===== config.mk =====
export PLATFORM = sky130hd
export DESIGN_NAME = div_iter
export DESIGN_NICKNAME = d
export VERILOG_FILES = /design/src/rtl/div_pkg.sv /design/src/rtl/div_step.sv /design/src/rtl/div_iter.sv
export SDC_FILE = /design/constraint.sdc
export NUM_CORES = 1
export LEC_CHECK = 0
export ABC_CLOCK_PERIOD_IN_PS = 5110
export BUFFER_PORTS_ARGS = -buffer_cell sky130_fd_sc_hd__buf_4
export CAP_MARGIN = 10
export CORE_MARGIN = 2
export CORE_UTILIZATION = 44
export DETAILED_ROUTE_END_ITERATION = 10
export PLACE_DENSITY = 0.65
export SLEW_MARGIN = 20
export SYNTH_ARGS = -nofsm -noshare
export SYNTH_HDL_FRONTEND = slang
export SYNTH_SLANG_ARGS = --single-unit

===== constraint.sdc =====
create_clock -name div_clk -period 5.11 [get_ports div_clk]
set_input_delay 0 -clock div_clk [delete_from_list [all_inputs] [get_ports div_clk]]
set_output_delay 0 -clock div_clk [all_outputs]
set_load 0.005 [all_outputs]

===== src/rtl/div_pkg.sv =====
// Shared types and elaboration helpers for the iterative divider.
package div_pkg;

  typedef enum logic [1:0] {
    StIdle,
    StBusy,
    StDone
  } div_state_e;

  function automatic bit step_legal(int unsigned step);
    return (step == 1) || (step == 2);
  endfunction

  // Wide enough to hold WIDTH/STEP itself, not just WIDTH/STEP-1.
  function automatic int unsigned cnt_width(int unsigned width, int unsigned step);
    return $clog2(width / step + 1);
  endfunction

endpackage


===== src/rtl/div_step.sv =====
// One restoring division step: shift in a dividend bit, trial-subtract the divisor.
module div_step #(
  parameter int unsigned WIDTH = 32
) (
  input  logic [WIDTH:0]   rem_in,
  input  logic [WIDTH-1:0] y_abs,
  input  logic             x_bit,
  output logic [WIDTH:0]   rem_out,
  output logic             q_bit
);

  logic [WIDTH+1:0] diff;
  logic             borrow;

  always_comb begin
    diff    = {rem_in, x_bit} - {2'b00, y_abs};
    borrow  = diff[WIDTH+1];
    q_bit   = ~borrow;
    rem_out = borrow ? {rem_in[WIDTH-1:0], x_bit} : diff[WIDTH:0];
  end

endmodule


===== src/rtl/div_iter.sv =====
// Iterative signed/unsigned divider retiring STEP quotient bits per cycle,
// with valid/ready handshakes, flush cancel and defined divide-by-zero results.
module div_iter
  import div_pkg::*;
#(
  parameter int unsigned WIDTH = 32,
  parameter int unsigned STEP  = 1
) (
  input  logic             div_clk,
  input  logic             resetn,
  input  logic             in_valid,
  output logic             in_ready,
  input  logic             in_signed,
  input  logic [WIDTH-1:0] in_x,
  input  logic [WIDTH-1:0] in_y,
  input  logic             cancel,
  output logic             out_valid,
  input  logic             out_ready,
  output logic [WIDTH-1:0] out_s,
  output logic [WIDTH-1:0] out_r,
  output logic             out_dz
);

  localparam int unsigned     CntW    = cnt_width(WIDTH, STEP);
  localparam logic [CntW-1:0] CntLoad = CntW'(WIDTH / STEP);

  if (!step_legal(STEP) || (WIDTH % STEP) != 0 || WIDTH < 4) begin : g_param_err
    $error("div_iter: illegal WIDTH/STEP combination");
  end

  div_state_e       state_q;
  logic [CntW-1:0]  cnt_q;
  logic [WIDTH-1:0] x_q;
  logic [WIDTH-1:0] q_q;
  logic [WIDTH:0]   rem_q;
  logic [WIDTH-1:0] y_q;
  logic             q_neg_q;
  logic             r_neg_q;

  logic             x_neg;
  logic             y_neg;
  logic [WIDTH-1:0] x_abs;
  logic [WIDTH-1:0] y_abs;
  logic [WIDTH-1:0] q_next;
  logic [WIDTH-1:0] rem_fin;
  logic [STEP-1:0]  q_bits;
  logic [STEP:0][WIDTH:0] rem_chain;

  assign in_ready = (state_q == StIdle);

  always_comb begin
    x_neg   = in_signed & in_x[WIDTH-1];
    y_neg   = in_signed & in_y[WIDTH-1];
    x_abs   = x_neg ? -in_x : in_x;
    y_abs   = y_neg ? -in_y : in_y;
    q_next  = (q_q << STEP) | WIDTH'(q_bits);
    rem_fin = rem_chain[STEP][WIDTH-1:0];
  end

  assign rem_chain[0] = rem_q;

  // First step in the chain consumes the more significant dividend/quotient bit.
  for (genvar k = 0; k < STEP; k++) begin : g_step
    div_step #(
      .WIDTH (WIDTH)
    ) u_step (
      .rem_in  (rem_chain[k]),
      .y_abs   (y_q),
      .x_bit   (x_q[WIDTH-1-k]),
      .rem_out (rem_chain[k+1]),
      .q_bit   (q_bits[STEP-1-k])
    );
  end

  always_ff @(posedge div_clk or negedge resetn) begin
    if (!resetn) begin
      state_q   <= StIdle;
      cnt_q     <= '0;
      x_q       <= '0;
      q_q       <= '0;
      rem_q     <= '0;
      y_q       <= '0;
      q_neg_q   <= 1'b0;
      r_neg_q   <= 1'b0;
      out_valid <= 1'b0;
      out_s     <= '0;
      out_r     <= '0;
      out_dz    <= 1'b0;
    end else if (cancel) begin
      state_q   <= StIdle;
      out_valid <= 1'b0;
    end else begin
      unique case (state_q)
        StIdle: begin
          if (in_valid) begin
            q_neg_q <= x_neg ^ y_neg;
            r_neg_q <= x_neg;
            y_q     <= y_abs;
            cnt_q   <= CntLoad;
            rem_q   <= '0;
            q_q     <= '0;
            if (in_y == '0) begin
              // Raw dividend is kept so it can be returned as the remainder.
              x_q     <= in_x;
              state_q <= StDone;
            end else begin
              x_q     <= x_abs;
              state_q <= StBusy;
            end
          end
        end
        StBusy: begin
          cnt_q <= cnt_q - CntW'(1);
          x_q   <= x_q << STEP;
          q_q   <= q_next;
          rem_q <= rem_chain[STEP];
          if (cnt_q == CntW'(1)) begin
            out_s     <= q_neg_q ? -q_next : q_next;
            out_r     <= r_neg_q ? -rem_fin : rem_fin;
            out_dz    <= 1'b0;
            out_valid <= 1'b1;
            state_q   <= StDone;
          end
        end
        StDone: begin
          if (!out_valid) begin
            // Divide-by-zero entry: publish the fixed result one edge after accept.
            out_s     <= '1;
            out_r     <= x_q;
            out_dz    <= 1'b1;
            out_valid <= 1'b1;
          end else if (out_ready) begin
            out_valid <= 1'b0;
            state_q   <= StIdle;
          end
        end
        default: state_q <= StIdle;
      endcase
    end
  end

endmodule


-- Yosys cells after proc, flatten, opt, wreduce, memory -nomap -nowiden
Cells that the tools add are included.
- register bits after elaboration: 204
- output and inout port bits: 67
- logic and storage cells: 79
- add/sub/neg operators: 6
- equality and inequality tests: 10
- multiplexer cells: 35
- bitwise operators: 6
- reduce and logical (&&, ||, !) cells: 10
- operator list (operator ; count):
    $mux W32 ; 10
    $pmux W32 S2 ; 3
    $neg A32 Y32 ; 4
    $mux W33 ; 2
    $pmux W33 S2 ; 1
    $pmux W31 S2 ; 1
    $sub A34 B32 Y34 ; 1
    $logic_not A32 Y1 ; 1
    $or A32 B1 Y32 ; 1
    $mux W31 ; 1
    $mux W2 ; 6
    $pmux W6 S2 ; 1
    $ne A3 B3 Y1 const B ; 3
    $reduce_and A4 Y1 ; 2
    $eq A6 B1 Y1 const B ; 1
    $mux W1 ; 6
    $mux W6 ; 1
    $ne A2 B2 Y1 const B ; 3
    $pmux W2 S3 ; 1
    $reduce_and A3 Y1 ; 2
    $sub A6 B1 Y6 const B ; 1
    $pmux W1 S2 ; 2
    $reduce_bool A2 Y1 ; 2
    $ne A3 B2 Y1 const B ; 1
    8 further kinds ; 10

-- Longest topological paths before layout
Gate-level depths: netlist (run 1).
- depth in word-level cells: 7
- mapped depth: 26
- depth with buffers taken out: 22

-- Modules after synthesis
From an unflattened synthesis (run 1), not the netlist that was laid out.
- cells, all modules: 1455
- area, all modules: 12906.1 um2
- modules (own cells, without submodules) (module ; times used ; cells each ; area an instance (um2) ; sequential area each (um2)):
    div_iter ; 1 ; 1149 ; 10692.8 ; 5104.9
    div_step ; 1 ; 306 ; 2213.4 ; 0.0

-- Worst setup path before layout (run 1)
Ideal clock, no wire load.
- kind: register to register
- from: register rem_q[28]
- to: register out_r[28]
- arrival: 4.841 ns
- required time: 4.990 ns
- path slack: 0.149 ns
- stages on the path, launching flop included: 23
- period minus slack after synthesis: 4.961 ns
- cell sequence: dfrtp_1 > ha_1 > nor4_1 > o2111ai_1 > and3_1 > mux2_1 > a31o_1 > nor3_2 > inv_2 > clkbuf_1 > buf_2 > clkbuf_1 > a21oi_1 > ha_1 > inv_1 > nor2_1 > nand2_1 > or2_2 > nor3_1 > a41o_1 > nand2_1 > or4_1 > and3_1
- longest elaborated chain between the ends: 6
- ends and longest elaborated chain (element ; RTL line ; RTL):
    from (decl) ; div_iter.sv:35 ; logic [WIDTH:0] rem_q;
    from (signal assigned) ; div_iter.sv:116 ; rem_q <= rem_chain[STEP];
    $sub A34 B32 Y34 * ; div_step.sv:16 ; diff = {rem_in, x_bit} - {2'b00, y_abs};
    $mux W33 * ; div_step.sv:19 ; rem_out = borrow ? {rem_in[WIDTH-1:0], x_bit} : diff[WIDTH:0];
    $neg A32 Y32 ; div_iter.sv:119 ; out_r <= r_neg_q ? -rem_fin : rem_fin;
    $mux W32 * ; div_iter.sv:119 ;
    $mux W32 * ; div_iter.sv:117 ; if (cnt_q == CntW'(1)) begin
    $pmux W32 S2 * ; div_iter.sv:93 ; unique case (state_q)
    to (signal assigned) ; div_iter.sv:119 ;
    to (signal assigned) ; div_iter.sv:129 ; out_r <= x_q;
    to (decl) ; div_iter.sv:20 ; output logic [WIDTH-1:0] out_r,
Mark *: on every way between the ends. The rest lies on a longest branch, timed or not. The select of a mux whose other input is x is not followed.
A chain may end at the register's enable or synchronous reset.

-- Worst setup path after layout (run 1)
- from: register x_q[31]
- to: register out_r[23]
- longest elaborated chain between the ends: 6
- ends and longest elaborated chain (element ; RTL line ; RTL):
    from (decl) ; div_iter.sv:33 ; logic [WIDTH-1:0] x_q;
    from (signal assigned) ; div_iter.sv:104 ; x_q <= in_x;
    from (signal assigned) ; div_iter.sv:107 ; x_q <= x_abs;
    from (signal assigned) ; div_iter.sv:114 ; x_q <= x_q << STEP;
    $sub A34 B32 Y34 ; div_step.sv:16 ;
    $mux W33 * ; div_step.sv:19 ;
    $neg A32 Y32 ; div_iter.sv:119 ;
    $mux W32 * ; div_iter.sv:119 ;
    $mux W32 * ; div_iter.sv:117 ;
    $pmux W32 S2 * ; div_iter.sv:93 ;
Marked as above.

==> results.md, run 1 <==
- PwrDens: 486.7 nW/um^2
- Worst Skew: 0.01192 ns
- Die Width: 178.3 um
- Initial core utilization: 44.86%
- Post-route ant nets: 0
- Share of cells above drive strength 1: 12.47%
- Slew Limit Fails: 0
- CTS root buffer: clkbuf_16
- Mapped cell area: 13370 sq um
- Total Routing Usage GR: 25.72%
- Final wirelength: 40.89 mm
- DR WL/cell: 18.70 um
- # setup viols final: 0
- WP data required: 5.59 ns
- Syn Area/Cell: 8.333 sq um
- Peak supply drop: 319.3 uV
- Number of setup buffers added after CTS: 0
- Initial antenna violation count: 0
- H-tree depth: 1
- Grt ovf: 0
- EDFF count, synth: 0
- CTS clk-pin slew, worst paths: 0.06 ns
- Hold path depth: 6
- Final min period: 4.798 ns
- CP startpoint kind: flop
- Final Total Pwr: 8.007 mW
- Worst slew pin tran: 1.082 ns
- Register area: 5105 sq um
- Worst-path cell chain: inv_1 > ha_1 > inv_1 > fa_1 > a21o_1 > a221oi_4 > nor2_1 > o311ai_0 > o211ai_1 > or4_4 > or4_1 > o21a_1 > o21ai_1 > xnor2_1 > o21ai_1 > o21a_1
- Pre-Repair DR Iteration Count: 6
- GP Congestion: 0.9587
- Syn Nets: 1716
- Critical path class: flop to flop
- Register area share after synthesis: 38.19%
- Largest net degree at the start of global routing: 132
- CP Depth: 16
- LEAKAGE: 7.327 nW
- Crit-path max FO: 6
- Fill cells: 2758
- Final-stage net count: 1890
- Area of the die: 31790 sq um
- Max_cap viols: 0
- Via Count: 12.67k
- Run status: complete, no violations
- #FFs+latches synth: 204
- DR iter-0 viols: 909
- Period utilization: 93.89%
- Worst Path Arrival: 5.28 ns
- Std-Cell Rows: 63
- Clock Path Buffers: 3
- Max_slew headroom: 27.48%
- Worst Reg-to-Reg Cells: 16
- Syn Inst Count: 1604
- Vias in the first global route: 11.91k
- Commonest non-fill, non-tap cell in the layout: nand2_1
- Most frequent cells in the layout: nand2_1 (220), dfrtp_1 (204), buf_4 (153)
- CP bufs+invs: 2
- DP Wirelength: 29.34 mm
- # diodes: 0
- Die height: 178.3 um
- Area grow syn2layout: 23.07%
- Max Fclk: 208.4 MHz
- IO Count: 137
- Setup TNS: 0 ns
- Post-synth cell types: 76
- Total core area: 29800 sq um
- Top delay family on crit path: compound AO/OA/AOI/OAI gates
- Critical path endpoint category: flop
- Synth Warn #: 0
- Final hold violations: 0
- Multi-input logic area: 7715 sq um
- DRC violations left: 0
- Synth Flop Type: dfrtp_1
- Clock Sinks: 204
- First-pass GRT wire length: 64.83 mm
- TritonCTS clock tree: yes
- RSZ-0062 raised after global routing: no
- Worst-Skew Late Latency: 0.55 ns
- PortBufs: 136
- Critical-path cell with the highest stage delay: o311ai_0
- Hold Crit Class: input pin to flop
- Asr flop ratio synth: 100.0%
- CTS buffer count: 25
- DR vias/cell: 5.796
- CP max stage delay: 0.54 ns
## state kept, by name, indices dropped and copies added, names as in the netlist
name	cells
out_r	32
rem_q	33
out_dz	1
q_neg_q	1
cnt_q	6
out_s	32
r_neg_q	1
x_q	32
state_q	2
q_q	31
out_valid	1
y_q	32
## layout make-up
class                   count  share of cell area [%]
multi-input cells        1244                   46.90
flip-flops and latches    204                   31.03
repair buffers            239                   12.35
clock buffers              36                   4.419
well taps                 390                   2.966
inverters                  64                   1.460
clock inverters             9                  0.8747
## cells by family (layout without fill, tap and decap cells)
logic type	after synthesis	count (layout)	share of synthesized area (%)
DFF	204	204	38.19
xor gates and xnor gates	144	144	9.436
and+or+nand+nor	522	522	17.91
buffers and inverters	156	348	4.474
AOI/OAI and AO/OA	493	493	22.74
adders and majority gates	42	42	3.988
muxes	43	43	3.267
## Yosys cell counts, types with 5 or more instances
library cell	n	area share [%]
o211ai_1	14	0.79
a22oi_1	5	0.28
mux2i_1	38	2.8
nor3_1	29	1.1
o31ai_1	29	1.6
nor2_1	135	3.8
and3_1	12	0.56
nand3_1	20	0.75
o21a_1	10	0.56
inv_1	63	1.8
nand2b_1	8	0.37
a31oi_1	15	0.70
buf_2	10	0.37
or4_1	13	0.73
a21oi_1	128	4.8
and2_1	6	0.28
nor4_1	24	1.1
a22o_1	32	2.1
clkbuf_1	73	2.0
dfrtp_1	204	38
buf_1	9	0.25
nand2_1	220	6.2
ha_1	41	3.8
xor2_1	88	5.8
a211oi_1	8	0.45
a21o_1	10	0.56
o21ai_0	110	4.1
xnor2_1	56	3.7
nor2b_1	5	0.23
o41ai_1	11	0.72
or3_1	20	0.94
o21ai_1	78	2.9
nand4_1	6	0.28
## where the power goes
| group | switching, mW | internal (mW) |
|---|---|---|
| Clock | 0.742 | 1.14 |
| Sequential | 0.431 | 2.14 |
| Combinational | 2.12 | 1.43 |
## worst paths after layout
kind / from / end / slack (ns)
min in group asynchronous: resetn / rem_q[28]$_DFFE_PN0P_ / 0.44
max in group asynchronous: resetn / rem_q[17]$_DFFE_PN0P_ / 3.30
worst min register to register: y_q[30]$_DFFE_PN0P_ / y_q[30]$_DFFE_PN0P_ / 0.48
worst max register to register: x_q[31]$_DFFE_PN0P_ / out_r[23]$_DFFE_PN0P_ / 0.31
worst max-delay path: x_q[31]$_DFFE_PN0P_ / out_r[23]$_DFFE_PN0P_ / 0.31
worst min-delay path: in_valid / state_q[0]$_DFFE_PN0P_ / 0.11
## per-stage QoR
step	utilization [%]	setup slack [ns]	hold slack [ns]	cell area, sq um	cells
4_1_cts	55.01	0.2295	0.08549	16390	2184
3_5_place_dp	49.29	0.2690	0.2537	14690	2056
6_report	55.21	0.3121	0.1128	16450	2186
5_1_grt	55.21	0.0003224	0.1990	16450	2186
3_3_place_gp	49.27	0.3873	0.2520	14680	2056
2_1_floorplan	-	0.1491	-0.2956	13370	1604
## worst min-delay path: cells and delay by family
family | cells | cell delay (ns)
AOI/OAI and AO/OA | 2 | 0.28
and+or+nand+nor | 3 | 0.24
buffers and inverters | 1 | 0.11
## timing repair
item,in CTS,in global routing
endpoints found under the hold margin,201,26
hold buffers,83,1
setup endpoints to repair,0,7
gates resized for setup,0,6
## routing by layer
layer,vias to the layer above,global-route usage (%),wire length (um)
li1,6043,-,-
met1,6137,36.73,18960
met2,416,41.70,18990
met3,74,2.685,2065
met4,0,6.843,871
met5,-,0,0
(Power assumes the default switching activity.)
==> run 2: changes to the inputs <==
--- a/config.mk
+++ b/config.mk
@@ -11,7 +11,6 @@
 export CORE_MARGIN = 2
 export CORE_UTILIZATION = 44
 export DETAILED_ROUTE_END_ITERATION = 10
-export PLACE_DENSITY = 0.65
 export SLEW_MARGIN = 20
 export SYNTH_ARGS = -nofsm -noshare
 export SYNTH_HDL_FRONTEND = slang
==> run 2 against run 1 <==
  * Clock power decreased by 4%
  * Final area decreased by 0.25%
  * Worst setup slack improved by 0.038 ns
  * Global-route usage increased by 0.29 points
  * Sequential cell count unchanged
  * Non-clock buffer count decreased by 2
  * Via count decreased by 1.5%
  * Sequential share of layout area increased by 0.078 points
  * Critical path type unchanged
==> results.md, run 2 (synthesized netlist as in run 1, its figures left out) <==
- Post-route ant nets: 0
- Top delay family on crit path: compound AO/OA/AOI/OAI gates
- Max_cap viols: 0
- Critical path endpoint category: flop
- Area grow syn2layout: 22.77%
- DR iter-0 viols: 927
- LEAKAGE: 7.308 nW
- Largest Register: rem_q
- DR WL/cell: 18.79 um
- Max_slew headroom: 32.55%
- Slew Limit Fails: 0
- Share of cells above drive strength 1: 12.76%
- PortBufs: 136
- DRC violations left: 0
- Commonest non-fill, non-tap cell in the layout: nand2_1
- Critical path class: flop to flop
- Worst Path Arrival: 5.18 ns
- Final setup margin: 0.3497 ns
- Initial antenna violation count: 0
- Period utilization: 93.16%
- RSZ-0062 raised after global routing: no
- Setup TNS: 0 ns
- Worst slew pin tran: 1.012 ns
- Critical-path cell with the highest stage delay: or4_4
- Vias in the first global route: 11.97k
- Number of setup buffers added after CTS: 0
- DP Wirelength: 29.66 mm
- Final min period: 4.760 ns
- Clock Path Buffers: 3
- Most frequent cells in the layout: nand2_1 (220), dfrtp_1 (204), buf_4 (154)
- Hold Crit Class: input pin to flop
- Run status: complete, no violations
- # setup viols final: 0
- Max reg flops: 33
- CTS clk-pin slew, worst paths: 0.06 ns
- Most frequent cell on the critical path: inv_1
- Die height: 178.3 um
- Internal: 4.664 mW
- Largest net degree at the start of global routing: 159
- TritonCTS clock tree: yes
- Final hold violations: 0
- Power share of the clock group: 22.9%
- Total Routing Usage GR: 26.01%
- Worst Skew: 0.01208 ns
- Max Fclk: 210.1 MHz
- Grt ovf: 0
- Peak supply drop: 286.6 uV
- Area of the die: 31790 sq um
- Net Sw Frac: 41.41%
- Die Width: 178.3 um
- Reported net switching power: 3.296 mW
- H-tree depth: 1
- Setup Slack @ Placement: 0.2493 ns
- WP data required: 5.53 ns
- GP Congestion: 0.9168
- Clock Sinks: 204
- Total core area: 29800 sq um
- Via Count: 12.48k
- CTS root buffer: clkbuf_16
- Std-Cell Rows: 63
- Final-stage net count: 1888
- Layout Utilization: 55.07%
- # diodes: 0
- Pre-Repair DR Iteration Count: 5
- Initial core utilization: 44.86%
- Worst-Skew Late Latency: 0.53 ns
- Crit-path max FO: 6
- CP startpoint kind: flop
- PwrDens: 485.1 nW/um^2
- Final wirelength: 41.06 mm
- Sequential power share: 32.3%
- CTS buffer count: 25
- Dpl cell area: 14710 sq um
- Final Total Pwr: 7.960 mW
- Comb pwr share: 44.8%
- Worst-path cell chain: inv_1 > ha_1 > inv_1 > fa_1 > a21o_1 > a221oi_4 > nor2_1 > o311ai_0 > o211ai_1 > or4_4 > or4_1 > o21a_1 > nand4b_4 > o31ai_4 > xor2_1 > o21ai_1
- First-pass GRT wire length: 65.39 mm
- DR vias/cell: 5.710
- CP bufs+invs: 2
- Fin area: 16410 sq um
- IO Count: 137
- CP max stage delay: 0.53 ns
==> run 2: timing repair <==
action | in CTS | in global routing
resized for setup | 0 | 6
endpoints found under the hold margin | 116 | 0
setup endpoints to repair | 0 | 9
hold buffers | 80 | 0
==> run 2: stage by stage <==
| stage | hold WS (ns) | instances |
|---|---|---|
| 2_1_floorplan | -0.2956 | 1604 |
| 3_3_place_gp | -0.03145 | 2058 |
| 3_5_place_dp | -0.02636 | 2058 |
| 4_1_cts | 0.1014 | 2184 |
| 5_1_grt | 0.1702 | 2185 |
| 6_report | 0.1138 | 2185 |
==> run 2: tightest hold or removal path, stage by stage <==
cell,delay [ns]
buf_4,0.11
nor2b_1,0.07
a21oi_1,0.11
nand2_1,0.11
a21oi_1,0.15
nor2_1,0.05
==> run 2: power groups by stage <==
stage               clock, mW  combinational (mW)  sequential [mW]
floorplan                   0                2.32             2.44
global placement            0                3.44             2.58
detailed placement          0                3.45             2.60
CTS                      1.85                3.53             2.57
global route             1.92                3.99             2.64
finish                   1.82                3.56             2.57
==> run 2: layout make-up <==
class / count / area, sq um
Sequential cell: 204 / 5105
Multi-Input combinational cell: 1244 / 7727
Inverter: 64 / 240.2
Fill cell: 2805 / 13390
Clock buffer: 35 / 723.2
Timing Repair Buffer: 237 / 2002
Tap cell: 390 / 488.0
Clock inverter: 11 / 123.9
==> run 2: routing by layer <==
metal | GRT usage, % | routed length [um]
met1 | 38.04 | 19730
met2 | 41.34 | 18420
met3 | 2.771 | 2020
met4 | 6.267 | 896
met5 | 0 | 0
==> run 2: path summary, 6_finish.rpt <==
check	slack, ns	end	cells past startpoint	startpoint
worst max-delay path	0.35	out_r[31]$_DFFE_PN0P_	16	x_q[31]$_DFFE_PN0P_
worst min-delay path	0.11	state_q[0]$_DFFE_PN0P_	6	in_valid
worst max register to register	0.35	out_r[31]$_DFFE_PN0P_	16	x_q[31]$_DFFE_PN0P_
worst min register to register	0.48	y_q[29]$_DFFE_PN0P_	2	y_q[29]$_DFFE_PN0P_
max in group asynchronous	3.38	rem_q[5]$_DFFE_PN0P_	4	resetn
min in group asynchronous	0.52	y_q[15]$_DFFE_PN0P_	3	resetn
==> run 3: changes to the inputs <==
==> constraint.sdc (replaced) <==
create_clock -name div_clk -period 5.11 [get_ports div_clk]
set_input_delay 0.511 -clock div_clk [delete_from_list [all_inputs] [get_ports div_clk]]
set_output_delay 0.511 -clock div_clk [all_outputs]
set_load 0.005 [all_outputs]
==> run 3 against run 2 <==
  * Non-clock buffer count shrank 81
  * Fmax shrank 2.3%
  * Routed wire length decreased by 2.6%
  * Worst setup slack got worse by 0.11 ns
  * Combinational power decreased by 2%
  * Power increased by 1.7%
  * Clock skew up 0.0085 ns
  * Final area shrank 4.3%
  * Sequential cell count stayed put
  * Via count down 3.4%
  * Critical path type unchanged
==> results.md, run 3 (synthesized netlist as in run 1, its figures left out) <==
- Run status: complete, no violations
- Die height: 178.3 um
- Reg2reg end: out_r[31]$_DFFE_PN0P_
- Most frequent cell on the critical path: inv_1
- Setup TNS: 0 ns
- DR iter-0 viols: 961
- Clock Sinks: 204
- Initial core utilization: 44.86%
- Period utilization: 95.31%
- DR vias/cell: 5.725
- CP max stage delay: 0.52 ns
- Final Total Pwr: 8.099 mW
- Via Count: 12.05k
- Worst r2r src: x_q[31]$_DFFE_PN0P_
- Final wirelength: 40.00 mm
- Fin area: 15700 sq um
- Share of cells above drive strength 1: 13.24%
- Critical path endpoint category: flop
- Hold Crit Class: input pin to asynchronous set/reset pin
- Grt ovf: 0
- DRC violations left: 0
- Total Routing Usage GR: 25.31%
- PwrDens: 515.9 nW/um^2
- Largest net degree at the start of global routing: 122
- Clock Path Buffers: 3
- Area grow syn2layout: 17.45%
- CTS root buffer: clkbuf_16
- Number of setup buffers added after CTS: 0
- Most frequent cells in the layout: nand2_1 (220), dfrtp_1 (204), buf_4 (153)
- CTS buffer count: 26
- Std-Cell Rows: 63
- RSZ-0062 raised after global routing: no
- Max_slew headroom: 34.47%
- Largest Register: rem_q
- Vias in the first global route: 11.39k
- Worst Reg-to-Reg Cells: 16
- Max_cap viols: 0
- H-tree depth: 1
- Max Fclk: 205.3 MHz
- Final-stage net count: 1808
- Setup Slack @ Placement: 0.2884 ns
- IO Count: 137
- Worst Skew: 0.02062 ns
- Critical-path cell with the highest stage delay: or4_4
- PortBufs: 136
- WP data required: 5.53 ns
- CTS clk-pin slew, worst paths: 0.06 ns
- Worst slew pin tran: 0.9582 ns
- Final setup margin: 0.2397 ns
- Slew Limit Fails: 0
- Initial antenna violation count: 2
- Dpl cell area: 14710 sq um
- DR WL/cell: 19.00 um
- Critical path class: flop to flop
- Final hold violations: 0
- Total core area: 29800 sq um
- Worst Path Arrival: 5.29 ns
- Pre-Repair DR Iteration Count: 5
- Worst-Skew Late Latency: 0.55 ns
- Crit-path max FO: 6
- Max reg flops: 33
- Post-route ant nets: 0
- Worst-path cell chain: inv_1 > ha_1 > inv_1 > fa_1 > a21o_1 > a221oi_4 > nor2_1 > o311ai_0 > o211ai_1 > or4_4 > or4_1 > o21a_1 > nand4b_4 > o31ai_4 > xor2_1 > o21ai_1
- # diodes: 0
- Area of the die: 31790 sq um
- # setup viols final: 0
- R2r setup slk: 0.24 ns
- CP startpoint kind: flop
- TritonCTS clock tree: yes
- GP Congestion: 0.8927
- DP Wirelength: 29.51 mm
- Commonest non-fill, non-tap cell in the layout: nand2_1
- First-pass GRT wire length: 63.56 mm
- LEAKAGE: 7.026 nW
- Peak supply drop: 256.7 uV
- Die Width: 178.3 um
- Final min period: 4.870 ns
run 3: changes by cell type in the layout (fill, tap and decap cells not counted), moves of 2 or more:
cell / previous run / this run
clkbuf_8: 7 / 5
dlygate4sd3_1: 80 / 0
clkinv_4: 2 / 0
bufinv_16: 2 / 6
run 3: cell type report:
class	instances	area, sq um
fillers	2891	14100
flip-flops and latches	204	5105
well taps	390	488.0
clock buffers	34	720.7
multi-input cells	1244	7716
clock inverters	13	235.2
repair buffers	156	1194
inverters	64	240.2
run 3: timing repair:
item,4_1_cts,5_1_grt
setup endpoints to repair,0,4
hold buffers,0,0
resized for setup,0,4
run 3: through the flow:
| stage | hold WS, ns | instances | utilization, % |
|---|---|---|---|
| after floorplan | 0.2154 | 1604 | - |
| after global placement | 0.4606 | 2057 | 49.34 |
| after detailed placement | 0.4688 | 2057 | 49.36 |
| after CTS | 0.03230 | 2104 | 52.57 |
| after global routing | 0.05089 | 2105 | 52.69 |
| final | 0.01150 | 2105 | 52.69 |
run 3: how the worst max path moves through the flow:
| stage | startpoint | end | slack, ns | cells past startpoint |
|---|---|---|---|---|
| final | x_q[31]$_DFFE_PN0P_ | out_r[31]$_DFFE_PN0P_ | 0.24 | 16 |
| after global placement | x_q[31]$_DFFE_PN0P_ | out_r[31]$_DFFE_PN0P_ | 0.33 | 16 |
| after CTS | rem_q[11]$_DFFE_PN0P_ | out_r[28]$_DFFE_PN0P_ | 0.26 | 19 |
| after global routing | x_q[31]$_DFFE_PN0P_ | out_r[31]$_DFFE_PN0P_ | 0.05 | 16 |
| after floorplan | rem_q[28]$_DFFE_PN0P_ | out_r[28]$_DFFE_PN0P_ | 0.15 | 22 |
| after detailed placement | rem_q[11]$_DFFE_PN0P_ | out_r[28]$_DFFE_PN0P_ | 0.29 | 19 |
run 3: where the power goes:
part           leakage (nW)  total [mW]  switching [mW]  internal, mW
combinational          3.92        3.49            2.11          1.38
sequential             2.65        2.57           0.433          2.14
clock                 0.462        2.04           0.743          1.30
total                  7.03        8.10            3.28          4.82
run 3: critical path: cells and delay by family, from the launching register on:
kind / cells / cell delay, ns
simple gates: 4 / 1.32
fa+ha+maj: 2 / 0.59
flops: 1 / 0.41
buf+inv: 2 / 0.21
compound gates: 7 / 2.04
xor+xnor: 1 / 0.17
run 3: metal layers:
layer	vias up	part of all wire, %	global-route usage [%]
li1	5902	-	-
met2	304	45	40.37
met3	50	4.5	2.856
met5	-	0.033	0
met4	2	1.7	5.217
met1	5793	49	37.15
